<file path="config.mk">
export PLATFORM = sky130hd
export DESIGN_NAME = mult_nib_seq
export DESIGN_NICKNAME = d
export VERILOG_FILES = /design/src/rtl/mult_nib_seq.sv
export SDC_FILE = /design/constraint.sdc
export NUM_CORES = 1
export LEC_CHECK = 0
export CORE_MARGIN = 2
export CORE_UTILIZATION = 30
export CTS_BUF_LIST = sky130_fd_sc_hd__clkbuf_4 sky130_fd_sc_hd__clkbuf_8 sky130_fd_sc_hd__clkbuf_16
export DETAILED_ROUTE_END_ITERATION = 12
export GPL_TIMING_DRIVEN = 0
export PLACE_DENSITY = 0.53
export SYNTH_ARGS = -nofsm -noshare
export SYNTH_HDL_FRONTEND = slang
export SYNTH_SLANG_ARGS = --single-unit
</file>
<file path="constraint.sdc">
create_clock -name clk -period 5.67 [get_ports clk]
set_clock_uncertainty 0.1 [all_clocks]
set_input_delay 1.701 -clock clk [delete_from_list [all_inputs] [get_ports clk]]
set_output_delay 1.701 -clock clk [all_outputs]
set_load 0.03 [all_outputs]
</file>
<file path="src/rtl/mult_nib_seq.sv">
// mult_nib_seq: unsigned AW x AW multiplier built from one shared 4x4 nibble
// multiplier, one partial product per clock, accumulated into a 2*AW register.
//
// Ports:
//   clk, rst_n     clock, asynchronous active-low reset
//   in_valid_i     operand pair valid          in_ready_o  accepts operands (IDLE only)
//   a_i, b_i       unsigned operands, AW bits
//   out_valid_o    p_o holds a finished product out_ready_i consumer accepts p_o
//   p_o            unsigned product, 2*AW bits busy_o      high in CALC or DONE
//
// Optional feature (macro MULT_NIB_SEQ_ZERO_SKIP_EN): a zero operand at the input
// handshake skips the nibble walk, giving out_valid one cycle after the handshake
// with p = 0.

module mult_nib_seq #(
    parameter int unsigned N_NIB = 2,
    parameter int unsigned IDX_W = 2
) (
    input  logic                 clk,
    input  logic                 rst_n,
    input  logic                 in_valid_i,
    output logic                 in_ready_o,
    input  logic [4*N_NIB-1:0]   a_i,
    input  logic [4*N_NIB-1:0]   b_i,
    output logic                 out_valid_o,
    input  logic                 out_ready_i,
    output logic [8*N_NIB-1:0]   p_o,
    output logic                 busy_o
);

    localparam int unsigned AW = 4 * N_NIB;
    localparam int unsigned PW = 8 * N_NIB;
    localparam logic [IDX_W-1:0] LastIdx = IDX_W'(N_NIB - 1);

    typedef enum logic [1:0] {StIdle, StCalc, StDone} state_e;

    state_e           state_q, state_d;
    logic [AW-1:0]    a_q, a_d;
    logic [AW-1:0]    b_q, b_d;
    logic [PW-1:0]    acc_q, acc_d;
    logic [PW-1:0]    p_q, p_d;
    logic [IDX_W-1:0] i_q, i_d;
    logic [IDX_W-1:0] j_q, j_d;

    // Shared nibble multiplier and its shifted partial product.
    logic [AW-1:0]    a_sh, b_sh;
    logic [3:0]       a_nib, b_nib;
    logic [7:0]       pp;
    logic [IDX_W:0]   ij_sum;
    logic [PW-1:0]    pp_sh;
    logic [PW-1:0]    acc_sum;

    always_comb begin
        a_sh    = a_q >> {i_q, 2'b00};
        b_sh    = b_q >> {j_q, 2'b00};
        a_nib   = a_sh[3:0];
        b_nib   = b_sh[3:0];
        pp      = {4'b0000, a_nib} * {4'b0000, b_nib};
        ij_sum  = {1'b0, i_q} + {1'b0, j_q};
        pp_sh   = PW'(pp) << {ij_sum, 2'b00};
        acc_sum = acc_q + pp_sh;
    end

    always_comb begin
        state_d = state_q;
        a_d     = a_q;
        b_d     = b_q;
        acc_d   = acc_q;
        p_d     = p_q;
        i_d     = i_q;
        j_d     = j_q;

        unique case (state_q)
            StIdle: begin
                if (in_valid_i) begin
                    a_d     = a_i;
                    b_d     = b_i;
                    acc_d   = '0;
                    i_d     = '0;
                    j_d     = '0;
                    state_d = StCalc;
`ifdef MULT_NIB_SEQ_ZERO_SKIP_EN
                    // Jump straight to the final index pair: its partial product is
                    // zero, so one CALC edge lands in DONE with p = 0.
                    if (a_i == '0 || b_i == '0) begin
                        i_d = LastIdx;
                        j_d = LastIdx;
                    end
`endif
                end
            end
            StCalc: begin
                acc_d = acc_sum;
                if (j_q == LastIdx) begin
                    j_d = '0;
                    if (i_q == LastIdx) begin
                        i_d     = '0;
                        p_d     = acc_sum;
                        state_d = StDone;
                    end else begin
                        i_d = i_q + 1'b1;
                    end
                end else begin
                    j_d = j_q + 1'b1;
                end
            end
            StDone: begin
                if (out_ready_i) begin
                    state_d = StIdle;
                end
            end
            default: state_d = StIdle;
        endcase
    end

    always_ff @(posedge clk or negedge rst_n) begin
        if (!rst_n) begin
            state_q <= StIdle;
            a_q     <= '0;
            b_q     <= '0;
            acc_q   <= '0;
            p_q     <= '0;
            i_q     <= '0;
            j_q     <= '0;
        end else begin
            state_q <= state_d;
            a_q     <= a_d;
            b_q     <= b_d;
            acc_q   <= acc_d;
            p_q     <= p_d;
            i_q     <= i_d;
            j_q     <= j_d;
        end
    end

    assign in_ready_o  = (state_q == StIdle);
    assign busy_o      = (state_q != StIdle);
    assign out_valid_o = (state_q == StDone);
    assign p_o         = p_q;

endmodule

</file>
After elaboration in Yosys (flattened, before gate mapping)
Cells that the tools add are included.
- register bits after elaboration: 54
- add/sub/neg operators: 4
- multiply operators: 1
- equality and inequality tests: 8
- shifts and indexed selects: 3
- multiplexer cells: 13
- reduce and logical (&&, ||, !) cells: 8
- operators with widths (cell ; count):
    one-hot mux 16 bit (2 select lines) ; 1
    adder 16 bit ; 1
    two-way mux 16 bit ; 1
    two-way mux 2 bit ; 8
    << shifter 8 x 5 -> 16 bit ; 1
    >> shifter 8 x 4 -> 4 bit ; 2
    multiplier 4 x 4 -> 8 bit ; 1
    one-hot mux 2 bit (2 select lines) ; 2
    == test 2 x 1 -> 1 bit (second input constant) ; 3
    != test 2 bit (second input constant) ; 3
    one-hot mux 2 bit (3 select lines) ; 1
    AND reduction 3 bit ; 2
    adder 2 x 1 -> 2 bit (second input constant) ; 2
    AND reduction 2 bit ; 2
    AND reduction 4 bit ; 1
    nonzero test 2 bit ; 2
    adder 2 x 2 -> 3 bit ; 1
    == test 2 bit (second input constant) ; 1
    zero test 2 bit ; 1
    != test 2 x 1 -> 1 bit (second input constant) ; 1

Depth between registers and ports, before layout
- depth after elaboration: 5
- gate-level depth with buffers: 23
- gate-level depth less buffers: 22

Least setup slack after synthesis
No wires, ideal clock.
- path type: reg2reg
- from: register i_q[0]
- to: register acc_q[15]
- setup time: 0.074 ns
- data arrival time: 4.836 ns
- data required time: 5.496 ns
- path slack: 0.660 ns
- stages on the path, launching flop included: 22
- buffers on the path: 1
- cells stage by stage: dfrtp_1 clkbuf_1 mux2_2 nand4_1 fa_1 inv_1 fa_1 ha_1 a21o_1 a221o_1 nor2_1 xor2_1 nor2_1 o21a_1 ha_1 and3_1 a221o_1 a21oi_1 o31ai_1 xnor2_1 or3_1 o21ai_2
- longest elaborated chain between the ends: 5
- elaborated cells between the ends (all ways): 6
- classes of those cells: add/sub (2); mul (1); shift (2); mux (1)
- ends and longest elaborated chain (item ; line ; RTL):
    start, declared ; 42 ; logic [IDX_W-1:0] i_q, i_d;
    start signal, assigned ; 131 ; i_q <= i_d;
    >> shifter 8 x 4 -> 4 bit ; 54 ; a_sh = a_q >> {i_q, 2'b00};
    multiplier 4 x 4 -> 8 bit ; 58 ; pp = {4'b0000, a_nib} * {4'b0000, b_nib};
    << shifter 8 x 5 -> 16 bit * ; 60 ; pp_sh = PW'(pp) << {ij_sum, 2'b00};
    adder 16 bit * ; 61 ; acc_sum = acc_q + pp_sh;
    one-hot mux 16 bit (2 select lines) * ; 73 ; unique case (state_q)
    end signal, assigned ; 121 ; acc_q <= '0;
    end signal, assigned ; 129 ; acc_q <= acc_d;
    end, declared ; 40 ; logic [PW-1:0] acc_q, acc_d;
Mark *: on every way between the ends. The rest lies on a longest branch, timed or not.
A chain may end at the register's enable or synchronous reset.

Worst setup path after layout
- from: register j_q[0]
- to: register acc_q[15]
- longest elaborated chain between the ends: 5
- elaborated cells between the ends (all ways): 6
- classes of those cells: add/sub (2); mul (1); shift (2); mux (1)
- ends and longest elaborated chain (item ; line ; RTL):
    start, declared ; 43 ; logic [IDX_W-1:0] j_q, j_d;
    start signal, assigned ; 132 ; j_q <= j_d;
    >> shifter 8 x 4 -> 4 bit ; 55 ; b_sh = b_q >> {j_q, 2'b00};
    multiplier 4 x 4 -> 8 bit ; 58 ;
    << shifter 8 x 5 -> 16 bit * ; 60 ;
    adder 16 bit * ; 61 ;
    one-hot mux 16 bit (2 select lines) * ; 73 ;
Marked as above.

==> flow_summary.html <==
<table>
<tr><th>Metric</th><th>Value</th></tr>
<tr><th colspan="2">Timing</th></tr>
<tr><td>Setup TNS</td><td>0 ps</td></tr>
<tr><td>Maximum clock rate</td><td>187 MHz</td></tr>
<tr><td>Final Hold Violating Endpoints</td><td>0</td></tr>
<tr><td>Relative slew slack</td><td>0.587</td></tr>
<tr><td>Slew @ Worst Pin</td><td>619 ps</td></tr>
<tr><td>Final critical-path required period</td><td>5350 ps</td></tr>
<tr><td>Setup violation total in the final timing report</td><td>0</td></tr>
<tr><td>RSZ-0062 raised after global routing</td><td>false</td></tr>
<tr><td>Final-report max-slew violation count</td><td>0</td></tr>
<tr><td>Final period util</td><td>0.943</td></tr>
<tr><th colspan="2">Yosys</th></tr>
<tr><td>Sequential share of the synthesized area</td><td>0.390</td></tr>
<tr><td>Instance count of the mapped netlist</td><td>364</td></tr>
<tr><td>Cell area after technology mapping</td><td>3470 sq um</td></tr>
<tr><td>Yosys top cell by area</td><td>dfrtp_1</td></tr>
<tr><td>Number of synthesis warnings</td><td>0</td></tr>
<tr><td>Number of register bits inferred by synthesis</td><td>54</td></tr>
<tr><td>Complex-gate fraction of the synthesized area</td><td>0.149</td></tr>
<tr><td>Largest cells by area after synthesis</td><td>dfrtp_1 (39%), ha_1 (10%), mux2_2 (9.1%)</td></tr>
<tr><td>EDFF count, synth</td><td>0</td></tr>
<tr><td>Distinct cell type count after synthesis</td><td>44</td></tr>
<tr><td>Main combinational cell family by area after synthesis</td><td>simple AND/OR/NAND/NOR gates</td></tr>
<tr><td>Proportion of synthesized area in mux cells</td><td>0.0968</td></tr>
<tr><td>Share of the synthesized area in the top cell type</td><td>0.390</td></tr>
<tr><td>Total nets after synthesis</td><td>about 420</td></tr>
<tr><td>Area fraction in and, or, nand and nor cells after synthesis</td><td>0.153</td></tr>
<tr><td>Share of synthesized cell area in full adder, half adder and majority cells</td><td>0.136</td></tr>
<tr><td>Share of synthesized flip-flops with an asynchronous set or reset</td><td>1.00</td></tr>
<tr><td>Synth Area per Inst</td><td>between 9 and 10 sq um</td></tr>
<tr><td>Post-synthesis xor/xnor area fraction</td><td>0.0430</td></tr>
<tr><td>Main synth FF type</td><td>dfrtp_1</td></tr>
<tr><th colspan="2">Cells and area</th></tr>
<tr><td>Number of cells in the finished layout apart from fillers</td><td>552</td></tr>
<tr><td>Layout overhead on the synthesized area</td><td>21.3%</td></tr>
<tr><td>Fraction of layout cells with a size suffix above 1</td><td>0.125</td></tr>
<tr><td>Antenna cells</td><td>0</td></tr>
<tr><td>Number of nets in the layout</td><td>462</td></tr>
<tr><th colspan="2">Floorplanning</th></tr>
<tr><td>Initial cell density of the core</td><td>0.305</td></tr>
<tr><td>Die Ht</td><td>111 um</td></tr>
<tr><td>Horizontal extent of the die</td><td>111 um</td></tr>
<tr><td>Placeable core area</td><td>11400 sq um</td></tr>
<tr><td>I/O pin total</td><td>39</td></tr>
<tr><td>Die Outline Area</td><td>12400 sq um</td></tr>
<tr><td>Site Rows</td><td>39</td></tr>
<tr><th colspan="2">Run</th></tr>
<tr><td>Max-cap viol count</td><td>0</td></tr>
<tr><th colspan="2">Routing</th></tr>
<tr><td>Wire length reported by the detailed router</td><td>a little under 8000 um</td></tr>
<tr><td>Post-detailed-route count of antenna-violating nets</td><td>0</td></tr>
<tr><td>Average detailed-routed wire length per instance</td><td>14.4 um</td></tr>
<tr><td>First drt pass iteration count</td><td>5</td></tr>
<tr><td>Via/cell ratio</td><td>4.94</td></tr>
<tr><td>Initial DRC Count</td><td>just under 100</td></tr>
<tr><td>Vias</td><td>2725</td></tr>
<tr><td>DRC violations left</td><td>0</td></tr>
<tr><th colspan="2">GRT</th></tr>
<tr><td>First-pass GRT wire length</td><td>13600 um</td></tr>
<tr><td>Maximum number of pins on one net before global-route repair</td><td>36</td></tr>
<tr><td>Vias in the first global route</td><td>2864</td></tr>
<tr><td>Number of antenna violations at the first check in global routing</td><td>0</td></tr>
<tr><td>GRT Util Overall</td><td>0.136</td></tr>
<tr><td>Gr ovfl total</td><td>0</td></tr>
<tr><th colspan="2">Clock tree</th></tr>
<tr><td>Clock tree from TritonCTS</td><td>yes</td></tr>
<tr><td>Clock transition at path regs</td><td>about 80 ps</td></tr>
<tr><td>Max Buffers Root-to-Sink</td><td>2</td></tr>
<tr><td>Root buffer cell</td><td>clkbuf_16</td></tr>
<tr><td>Clock insertion delay at the later pin of the skew report</td><td>roughly 300 ps</td></tr>
<tr><td>H-Tree Level Count</td><td>2</td></tr>
<tr><td>Count of buffers added by post-CTS timing repair for setup</td><td>0</td></tr>
<tr><td>Inserted Clock Buffers</td><td>5</td></tr>
<tr><td>Sinks on the clock net</td><td>54</td></tr>
<tr><th colspan="2">Worst setup path</th></tr>
<tr><td>Largest driver fanout on the critical path</td><td>9</td></tr>
<tr><td>Path type of the worst setup path</td><td>register to register</td></tr>
<tr><td>Arr. time, crit path</td><td>about 5500 ps</td></tr>
<tr><td>Kind of start point of the critical path</td><td>register</td></tr>
<tr><td>Worst EP required</td><td>5800 ps</td></tr>
<tr><td>Capturing element type of the critical path</td><td>register</td></tr>
<tr><th colspan="2">Placed design</th></tr>
<tr><td>Inst Count DP</td><td>546</td></tr>
<tr><td>Post-DP HPWL</td><td>6180 um</td></tr>
<tr><td>Buffers added on ports</td><td>38</td></tr>
<tr><td>Last weighted congestion value of the routability-driven placer</td><td>~0.83</td></tr>
<tr><th colspan="2">Status</th></tr>
<tr><td>Outcome</td><td>finished clean</td></tr>
<tr><th colspan="2">Min path</th></tr>
<tr><td>Min-Delay Path Class</td><td>register to register</td></tr>
</table>
==> metrics by stage <==
step	worst slack (ps)	cell area, sq um	hold slack, ps	util
6_report	322	4200	377	0.370
5_1_grt	1.22	4200	410	0.370
4_1_cts	74.2	4190	387	0.369
3_5_place_dp	83.8	4040	371	0.355
3_3_place_gp	104	4030	365	0.354
2_1_floorplan	660	3470	356	-
==> final timing paths <==
kind	startpoint	endpoint	slack [ps]	cells after the start
max	j_q[0]	acc_q[15]	320	20
min	p_o[1]	p_o[1]	380	2
max reg2reg	j_q[0]	acc_q[15]	320	20
min reg2reg	p_o[1]	p_o[1]	380	2
max in group asynchronous	rst_n	j_q[0]	3650	2
min in group asynchronous	rst_n	p_o[3]	1250	1
==> cell families after synthesis <==
kind of cell,count (synthesis)
simple gates,117
compound gates,82
flops,54
fa+ha+maj,34
buf+inv,30
mux,30
xor+xnor,17
==> worst max-delay path, stage by stage, from the launching register on <==
cell and delay (ps):
dfrtp_2 480, mux2_2 270, nand4_1 130, fa_1 550, inv_1 50, fa_1 490, ha_1 310, a21o_1 210
a221o_1 340, nor2_1 130, xor2_1 210, nor2_1 70, o21a_1 220, ha_1 340, and3_1 180, a221o_1 300
a21oi_1 180, o31ai_2 110, xnor2_2 190, or3_1 340, o21ai_2 60
==> final cells by class <==
| class | count | area (sq um) |
|---|---|---|
| Fill cell | 1168 | 7170 |
| Multi-Input combinational cell | 280 | 2020 |
| Sequential cell | 54 | 1350 |
| Timing Repair Buffer | 39 | 395 |
| Tap cell | 143 | 179 |
| Clock buffer | 5 | 125 |
| Inverter | 16 | 60.1 |
| Buffer | 12 | 46.3 |
| Clock inverter | 3 | 25.0 |
==> state kept, by name, summed over array words and instances (netlist names) <==
name / flops
a_q: 8
acc_q: 16
b_q: 8
i_q: 2
j_q: 2
p_o: 16
state_q: 2
==> timing repair <==
action	in CTS	in global routing
hold endpoints to repair	0	0
setup endpoints to repair	0	10
hold buffers	0	0
resized for setup	0	5
==> cell usage after synthesis (4+ instances only) <==
cell	instances
nor2_1	36
and3_1	4
o21ai_0	26
dfrtp_1	54
xor2_1	10
o22ai_1	11
nand2b_1	5
clkbuf_1	12
nor2b_1	5
mux2_2	28
ha_1	28
xnor2_1	7
a21o_1	6
fa_1	6
nand2_1	49
inv_1	14
a21oi_1	13
o21a_1	4
==> placed cells by master, fill, tap and decap left out, types with 2 or more instances in the layout <==
cell type         n
o22ai_1          11
o21ai_0          26
a221o_1           2
dfrtp_1          52
mux2_2           28
nand2b_1          5
a21o_1            6
a211oi_1          3
and2_1            3
clkdlybuf4s50_1  37
a21oi_1          13
a31oi_1           2
clkbuf_16         5
nor2_1           36
o21ai_1           3
fa_1              6
and3_1            4
xnor2_1           6
a22oi_1           2
xor2_1           10
ha_1             28
o21bai_1          3
o21a_1            4
clkbuf_1         10
nor3_1            3
nor4_1            2
inv_1            14
buf_2             2
nand4_1           3
or2_2             2
nor2b_1           5
clkinv_1          2
mux2i_1           2
nand2_1          49
dfrtp_2           2
==> layer usage <==
metal	global-route usage	up-vias	share of wire
met5	0	-	0
li1	-	1362	-
met3	0.0261	13	0.034
met4	0.0527	0	0.025
met1	0.171	1295	0.46
met2	0.231	55	0.48
Power is not shown: default switching activity piles up to over one toggle a cycle in this logic, so the estimate is an artifact.
